--- src/rtl/ascon_host_pkg.sv ---
// ---------------------------------------------------------------------------
// ascon_host_pkg
// Shared definitions for the ASCON Avalon-MM host:
//   - word addresses of the ascon_wrapper slave register map
//   - mode encodings carried in the control word
//   - host FSM state enum
//   - cfg_word(): selects the 32-bit word written to a configuration address
// ---------------------------------------------------------------------------
package ascon_host_pkg;

    localparam logic [4:0] ADDR_CTRL     = 5'd0;
    localparam logic [4:0] ADDR_KEY0     = 5'd1;
    localparam logic [4:0] ADDR_NONCE0   = 5'd5;
    localparam logic [4:0] ADDR_AD0      = 5'd9;
    localparam logic [4:0] ADDR_DIN0     = 5'd13;
    localparam logic [4:0] ADDR_CFG_LAST = 5'd16;
    localparam logic [4:0] ADDR_STATUS   = 5'd17;
    localparam logic [4:0] ADDR_DOUT0    = 5'd18;
    localparam logic [4:0] ADDR_TAG0     = 5'd22;
    localparam logic [4:0] ADDR_RD_LAST  = ADDR_TAG0 + 5'd3;

    localparam logic [1:0] MODE_ENCRYPT  = 2'd0;
    localparam logic [1:0] MODE_DECRYPT  = 2'd1;

    typedef enum logic [3:0] {
        ST_IDLE      = 4'd0,
        ST_WR_CFG    = 4'd1,
        ST_WR_GO     = 4'd2,
        ST_WR_CLR    = 4'd3,
        ST_POLL_RD   = 4'd4,
        ST_POLL_CAP  = 4'd5,
        ST_POLL_WAIT = 4'd6,
        ST_RD_OUT    = 4'd7,
        ST_RESP      = 4'd8
    } host_state_e;

    // Word for configuration address 1..16. Each 128-bit field occupies four
    // consecutive addresses, most significant word at the lowest address.
    function automatic logic [31:0] cfg_word(
        input logic [127:0] key,
        input logic [127:0] nonce,
        input logic [127:0] ad,
        input logic [127:0] din,
        input logic [4:0]   addr
    );
        logic [127:0] field;
        logic [4:0]   base;
        logic [1:0]   off;
        if (addr >= ADDR_DIN0) begin
            field = din;   base = ADDR_DIN0;
        end else if (addr >= ADDR_AD0) begin
            field = ad;    base = ADDR_AD0;
        end else if (addr >= ADDR_NONCE0) begin
            field = nonce; base = ADDR_NONCE0;
        end else begin
            field = key;   base = ADDR_KEY0;
        end
        off = 2'(addr - base);
        return field[127 - 32 * int'(off) -: 32];
    endfunction

endpackage

--- src/rtl/ascon_avmm_host.sv ---
// ---------------------------------------------------------------------------
// ascon_avmm_host
// Avalon-MM initiator that runs one ASCON AEAD job on the register-mapped
// ascon_wrapper slave: writes key/nonce/AD/data, pulses start, polls status,
// reads back output data and tag, and returns them on a response channel.
//
// Ports
//   clk, rst_n        clock, synchronous active-low reset
//   req_*             job request (valid/ready), fields latched on accept
//   rsp_*             job result (valid/ready), held stable until accepted
//   chipselect/write/read/address/writedata/readdata
//                     Avalon-MM initiator; readdata valid 1 cycle after read
//
// Handshake: a transfer happens on the rising edge where valid && ready.
// rsp_valid does not depend on rsp_ready; req_ready does not depend on
// req_valid.
// ---------------------------------------------------------------------------
module ascon_avmm_host
    import ascon_host_pkg::*;
#(
    parameter int POLL_TIMEOUT = 1024,
    parameter int POLL_GAP     = 4
) (
    input  logic         clk,
    input  logic         rst_n,
    input  logic         req_valid,
    output logic         req_ready,
    input  logic [1:0]   req_mode,
    input  logic [127:0] req_key,
    input  logic [127:0] req_nonce,
    input  logic [127:0] req_ad,
    input  logic [127:0] req_din,
    output logic         rsp_valid,
    input  logic         rsp_ready,
    output logic [127:0] rsp_dout,
    output logic [127:0] rsp_tag,
    output logic         rsp_timeout,
    output logic         chipselect,
    output logic         write,
    output logic         read,
    output logic [4:0]   address,
    output logic [31:0]  writedata,
    input  logic [31:0]  readdata
);

    localparam logic [15:0] POLL_LIMIT  = 16'(POLL_TIMEOUT);
    localparam logic [15:0] GAP_LAST    = (POLL_GAP > 0) ? 16'(POLL_GAP - 1) : 16'd0;
    // RD_OUT runs one index past the last read to capture its data.
    localparam logic [4:0]  RD_DONE_IDX = ADDR_RD_LAST + 5'd1;

    host_state_e  r_state;
    host_state_e  w_next;
    logic [4:0]   r_idx;
    logic [1:0]   r_mode;
    logic [127:0] r_key;
    logic [127:0] r_nonce;
    logic [127:0] r_ad;
    logic [127:0] r_din;
    logic [15:0]  r_poll_cnt;
    logic [15:0]  r_gap_cnt;
    logic [255:0] r_out;      // {dout, tag}, filled MSW first
    logic         r_timeout;

    logic         w_write;
    logic         w_read;
    logic [4:0]   w_addr;
    logic [31:0]  w_wdata;

    always_ff @(posedge clk) begin
        if (!rst_n) r_state <= ST_IDLE;
        else        r_state <= w_next;
    end

    always_comb begin
        w_next  = r_state;
        w_write = 1'b0;
        w_read  = 1'b0;
        w_addr  = '0;
        w_wdata = '0;
        case (r_state)
            ST_IDLE: begin
                if (req_valid) w_next = ST_WR_CFG;
            end
            ST_WR_CFG: begin
                w_write = 1'b1;
                w_addr  = r_idx;
                w_wdata = cfg_word(r_key, r_nonce, r_ad, r_din, r_idx);
                if (r_idx == ADDR_CFG_LAST) w_next = ST_WR_GO;
            end
            ST_WR_GO: begin
                w_write = 1'b1;
                w_addr  = ADDR_CTRL;
                w_wdata = {29'd0, r_mode, 1'b1};
                w_next  = ST_WR_CLR;
            end
            ST_WR_CLR: begin
                w_write = 1'b1;
                w_addr  = ADDR_CTRL;
                w_wdata = {29'd0, r_mode, 1'b0};
                w_next  = ST_POLL_RD;
            end
            ST_POLL_RD: begin
                w_read = 1'b1;
                w_addr = ADDR_STATUS;
                w_next = ST_POLL_CAP;
            end
            ST_POLL_CAP: begin
                if (readdata[0])                w_next = ST_RD_OUT;
                else if (r_poll_cnt == POLL_LIMIT) w_next = ST_RESP;
                else if (POLL_GAP == 0)         w_next = ST_POLL_RD;
                else                            w_next = ST_POLL_WAIT;
            end
            ST_POLL_WAIT: begin
                if (r_gap_cnt == GAP_LAST) w_next = ST_POLL_RD;
            end
            ST_RD_OUT: begin
                // Reads are issued back-to-back; the last cycle only captures.
                if (r_idx <= ADDR_RD_LAST) begin
                    w_read = 1'b1;
                    w_addr = r_idx;
                end
                if (r_idx == RD_DONE_IDX) w_next = ST_RESP;
            end
            ST_RESP: begin
                if (rsp_ready) w_next = ST_IDLE;
            end
            default: w_next = ST_IDLE;
        endcase
    end

    always_ff @(posedge clk) begin
        if (!rst_n) begin
            r_idx      <= '0;
            r_mode     <= '0;
            r_key      <= '0;
            r_nonce    <= '0;
            r_ad       <= '0;
            r_din      <= '0;
            r_poll_cnt <= '0;
            r_gap_cnt  <= '0;
            r_out      <= '0;
            r_timeout  <= 1'b0;
        end else begin
            case (r_state)
                ST_IDLE: begin
                    if (req_valid) begin
                        r_mode     <= req_mode;
                        r_key      <= req_key;
                        r_nonce    <= req_nonce;
                        r_ad       <= req_ad;
                        r_din      <= req_din;
                        r_idx      <= ADDR_KEY0;
                        r_poll_cnt <= '0;
                        r_out      <= '0;
                        r_timeout  <= 1'b0;
                    end
                end
                ST_WR_CFG: r_idx <= r_idx + 5'd1;
                ST_POLL_RD: begin
                    if (r_poll_cnt != 16'hFFFF) r_poll_cnt <= r_poll_cnt + 16'd1;
                    r_gap_cnt <= '0;
                end
                ST_POLL_CAP: begin
                    if (readdata[0]) begin
                        r_idx <= ADDR_DOUT0;
                    end else if (r_poll_cnt == POLL_LIMIT) begin
                        r_timeout <= 1'b1;
                        r_out     <= '0;
                    end
                end
                ST_POLL_WAIT: r_gap_cnt <= r_gap_cnt + 16'd1;
                ST_RD_OUT: begin
                    r_idx <= r_idx + 5'd1;
                    // Data for the read issued last cycle is on readdata now.
                    if (r_idx > ADDR_DOUT0) r_out <= {r_out[223:0], readdata};
                end
                default: ;
            endcase
        end
    end

    assign req_ready   = rst_n && (r_state == ST_IDLE);
    assign rsp_valid   = (r_state == ST_RESP);
    assign rsp_dout    = r_out[255:128];
    assign rsp_tag     = r_out[127:0];
    assign rsp_timeout = r_timeout;
    assign chipselect  = w_write | w_read;
    assign write       = w_write;
    assign read        = w_read;
    assign address     = w_addr;
    assign writedata   = w_wdata;

endmodule

--- config.mk ---
export PLATFORM = sky130hd
export DESIGN_NAME = ascon_avmm_host
export DESIGN_NICKNAME = d
export VERILOG_FILES = /design/src/rtl/ascon_host_pkg.sv /design/src/rtl/ascon_avmm_host.sv
export SDC_FILE = /design/constraint.sdc
export NUM_CORES = 2
export LEC_CHECK = 0
export CAP_MARGIN = 20
export CORE_AREA = 10 10 318 320
export CTS_BUF_LIST = sky130_fd_sc_hd__clkbuf_4 sky130_fd_sc_hd__clkbuf_8 sky130_fd_sc_hd__clkbuf_16
export DETAILED_ROUTE_END_ITERATION = 7
export DIE_AREA = 0 0 328 330
export DONT_BUFFER_PORTS = 1
export PLACE_DENSITY_LB_ADDON = 0.08
export REMOVE_ABC_BUFFERS = 1
export SETUP_SLACK_MARGIN = 0.4
export SLEW_MARGIN = 20
export SYNTH_ARGS = -nofsm -noshare
export SYNTH_HDL_FRONTEND = slang
export SYNTH_SLANG_ARGS = --single-unit
export TNS_END_PERCENT = 50
--- constraint.sdc ---
create_clock -name clk -period 3.75 [get_ports clk]
set_input_delay 0.5625 -clock clk [delete_from_list [all_inputs] [get_ports clk]]
set_output_delay 0.5625 -clock clk [all_outputs]
set_load 0.01 [all_outputs]
==> impl_metrics.yaml <==
outcome:
  status: "finished with violations"
  failed_checks: "max-slew violations"
route:
  vias: 29392
  route.detailed.drc: 0
  drt-initial-drc-count: 2442
  drtPass1Iterations: 7
  finalWirelength_mm: 138
  drtAntennaViolNets: 0
  via_per_inst: 5.45
  wl_per_cell_um: 25.7
layout:
  layout.area.seq_um2: 16300
  instances_no_fill: 5395
  drive_gt1_frac: 0.0977
  nets: 4602
  areaGrowthSynthToFinish_pct: 14.6
  n_fill_cell: 9604
  multi_input_area_um2: 17900
synthesis:
  async_flop_share: 0
  synth-xor-area-share: 0.00198
  avgSynthCellArea_um2: 8.46
  synth.ff_latch_count: 812
  synth_cells: 4191
  yosys.area_share.adder: 0.00247
  synth.area.top_cells: "dfxtp_1, a21boi_0, nand2_1"
  yosysSeqAreaShare: 0.458
  netlist_area_um2: 35500
  yosys_warnings: 0
  synth.top_cell.area_share: 0.458
  synth_area_leader_cell: "dfxtp_1"
  synth_flop_cell: "dfxtp_1"
  synth.area.mux_share: 0.0565
  synth_cell_types: 83
  synth_enable_flop_cells: 0
  synth_top_family_by_area: "compound AO/OA/AOI/OAI gates"
  synth-compound-area-share: 0.262
  synth_simple_gate_area_frac: 0.170
sta:
  final.setup_skew_ps: 16.6
  setup_slack_ps: 294
  min_period_over_period: 0.922
  rsz0062_at_grt: "yes"
  fin_setup_tns_ps: 0
  finalHoldViolCount: 0
  hold_ws_ps: 50.2
  max_freq_mhz: 289
  fin_crit_ps: 3460
  slew_viol_final: 533
  slew_headroom: -0.211
  setup_violations: 0
  worst_slew_pin_slew_ps: 1820
floorplan:
  start_util: 0.375
  core_um2: 94600
  die_area_um2: 108000
  num_rows: 113
  fp.dieH_um: 330
  fp.dieW_um: 328
  ios: 849
grt:
  overflow: 0
  antenna_found_initial: 23
  grt_use_total: 0.239
  grt_max_degree: 802
  grt_pass1_vias: 28683
  grt_pass1_wl_mm: 198
worst_setup_path:
  regToRegSetupSlack_ps: 1110
  r2r-start: "r_state[2]"
  critPathMaxFanout: 20
  endpoint_kind: "output pin"
  crit_type: "flip-flop to output pin"
  arrival_ps: 2890
  cp-start-kind: "flip-flop"
  crit_start: "r_idx[1]"
  worstPathRequired_ps: 3190
placement:
  gp_congestion: 0.832
  portBuffers: 0
  dp_slack_ps: 456
  dp_hpwl_mm: 95.8
  dp.cells: 5170
min_path:
  min_from: "req_din[19]"
  worstHoldPathType: "input pin to flip-flop"
power:
  total_leakage_power_nw: 13.7
  combPwrFrac: 0.302
  switching_share: 0.356
  sequentialPowerShare: 0.368
  power_density_nw_per_um2: 684
  ir_worst_vdd_uv: 467
  power.share.clock: 0.330
  p_int_w: 0.0179
  p_sw_w: 0.00991
  total_power_w: 0.0278
clock_network:
  cts_tree: "built"
  clk_latency_ps: 650
  cts_htree_levels: 3
  clock_sinks: 812
  cts_root_buf: "clkbuf_16"
  cts.path.max_buffers: 3
  path_clk_slew_ps: 60
  cts_buffers: 92
flow_run:
  cap_violations: 0
[power groups by stage]
stage	logic [W]	registers, W	clock network [W]
6_report	0.00840	0.0102	0.00918
5_1_grt	0.00911	0.0104	0.00972
4_1_cts	0.00825	0.0102	0.00938
3_5_place_dp	0.00777	0.0104	0
3_3_place_gp	0.00774	0.0104	0
2_1_floorplan	0.00365	0.00962	0
[what timing repair did]
action | CTS | global route
pin swaps | 22 | 13
gates cloned | 3 | 4
hold buffers | 16 | 0
setup buffers | 17 | 6
setup endpoints to repair | 32 | 32
endpoints found under the hold margin | 16 | 0
gates resized for setup | 77 | 28
[critical path, cell delays in order, from the launching register on]
cell	delay (ps)
dfxtp_2	360
inv_4	50
ha_4	170
buf_4	150
o41ai_4	270
nand2_2	140
buf_12	190
a221o_1	450
a31oi_4	170
buf_4	170
buf_4	120
[synthesized netlist by cell type, types with 9 or more instances]
cell,count
o221a_2,16
clkbuf_1,206
nor3_1,9
or3_1,11
dfxtp_1,812
a21boi_0,726
a21boi_1,51
nand4_1,9
mux4_2,32
and3_1,34
nand3_1,19
o221a_1,13
a221o_1,29
nor2b_1,12
o21ai_0,308
mux2i_1,125
nand2_1,1326
nor2_1,23
buf_2,152
a21oi_1,22
o221ai_1,33
a31oi_1,59
inv_1,11
[stage by stage]
step                      instance area, um^2   util
final                                   40700  0.430
after detailed placement                36500  0.386
after global placement                  36500  0.386
after CTS                               40300  0.427
after global routing                    40600  0.430
after floorplan                         33800      -
[flip-flops by register name, indices dropped and copies added, names as in the netlist]
register	flops
r_idx	5
r_nonce	128
r_gap_cnt	16
r_out	256
r_state	4
r_ad	128
r_key	128
rsp_timeout	1
r_din	128
r_poll_cnt	16
r_mode	2
[per-layer routing]
layer,part of all wire,global-route usage,vias to the layer above
met5,0.00031,0,-
met3,0.057,0.0523,178
met2,0.49,0.410,799
li1,-,-,14129
met1,0.42,0.297,14280
met4,0.027,0.0762,6
[cells in the final DEF (no fill, tap or decap), drive strengths merged, types with 12 or more instances in the layout]
master / synthesis / layout
nand2: 1326 / 1326
dfxtp: 812 / 812
a21boi: 777 / 777
o21ai: 310 / 310
clkbuf: 206 / 145
mux2i: 125 / 125
buf: 173 / 117
a31oi: 59 / 59
and3: 34 / 34
o221ai: 33 / 33
mux4: 32 / 32
a221o: 29 / 29
o221a: 29 / 29
nor2: 24 / 24
a21oi: 22 / 22
nand3: 19 / 19
dlygate4sd3: 0 / 16
diode: 0 / 15
clkinv: 0 / 14
nor2b: 12 / 12
inv: 11 / 12
[area by class of cell]
cell class | count | share of cell area
multi-input cells | 2989 | 0.441
clock buffers | 140 | 0.0692
well taps | 1265 | 0.0389
repair buffers | 139 | 0.0424
clock inverters | 24 | 0.00640
diodes | 15 | 0.000923
inverters | 11 | 0.00117
flip-flops and latches | 812 | 0.400
[logic make-up after synthesis]
family,Yosys count
buffers and inverters,390
multiplexers,160
XOR/XNOR,8
adder cells (fa/ha/maj),7
AND/OR/NAND/NOR,1494
AO/OA/AOI/OAI,1320
flip-flops,812
[worst paths after layout]
path / to / cells after the start
hold reg to reg: r_key[46] / 2
setup reg to reg: r_out[197] / 5
setup / recovery: writedata[12] / 10
hold / removal: r_din[19] / 2
Note: power is estimated with default switching activity, not from simulation.
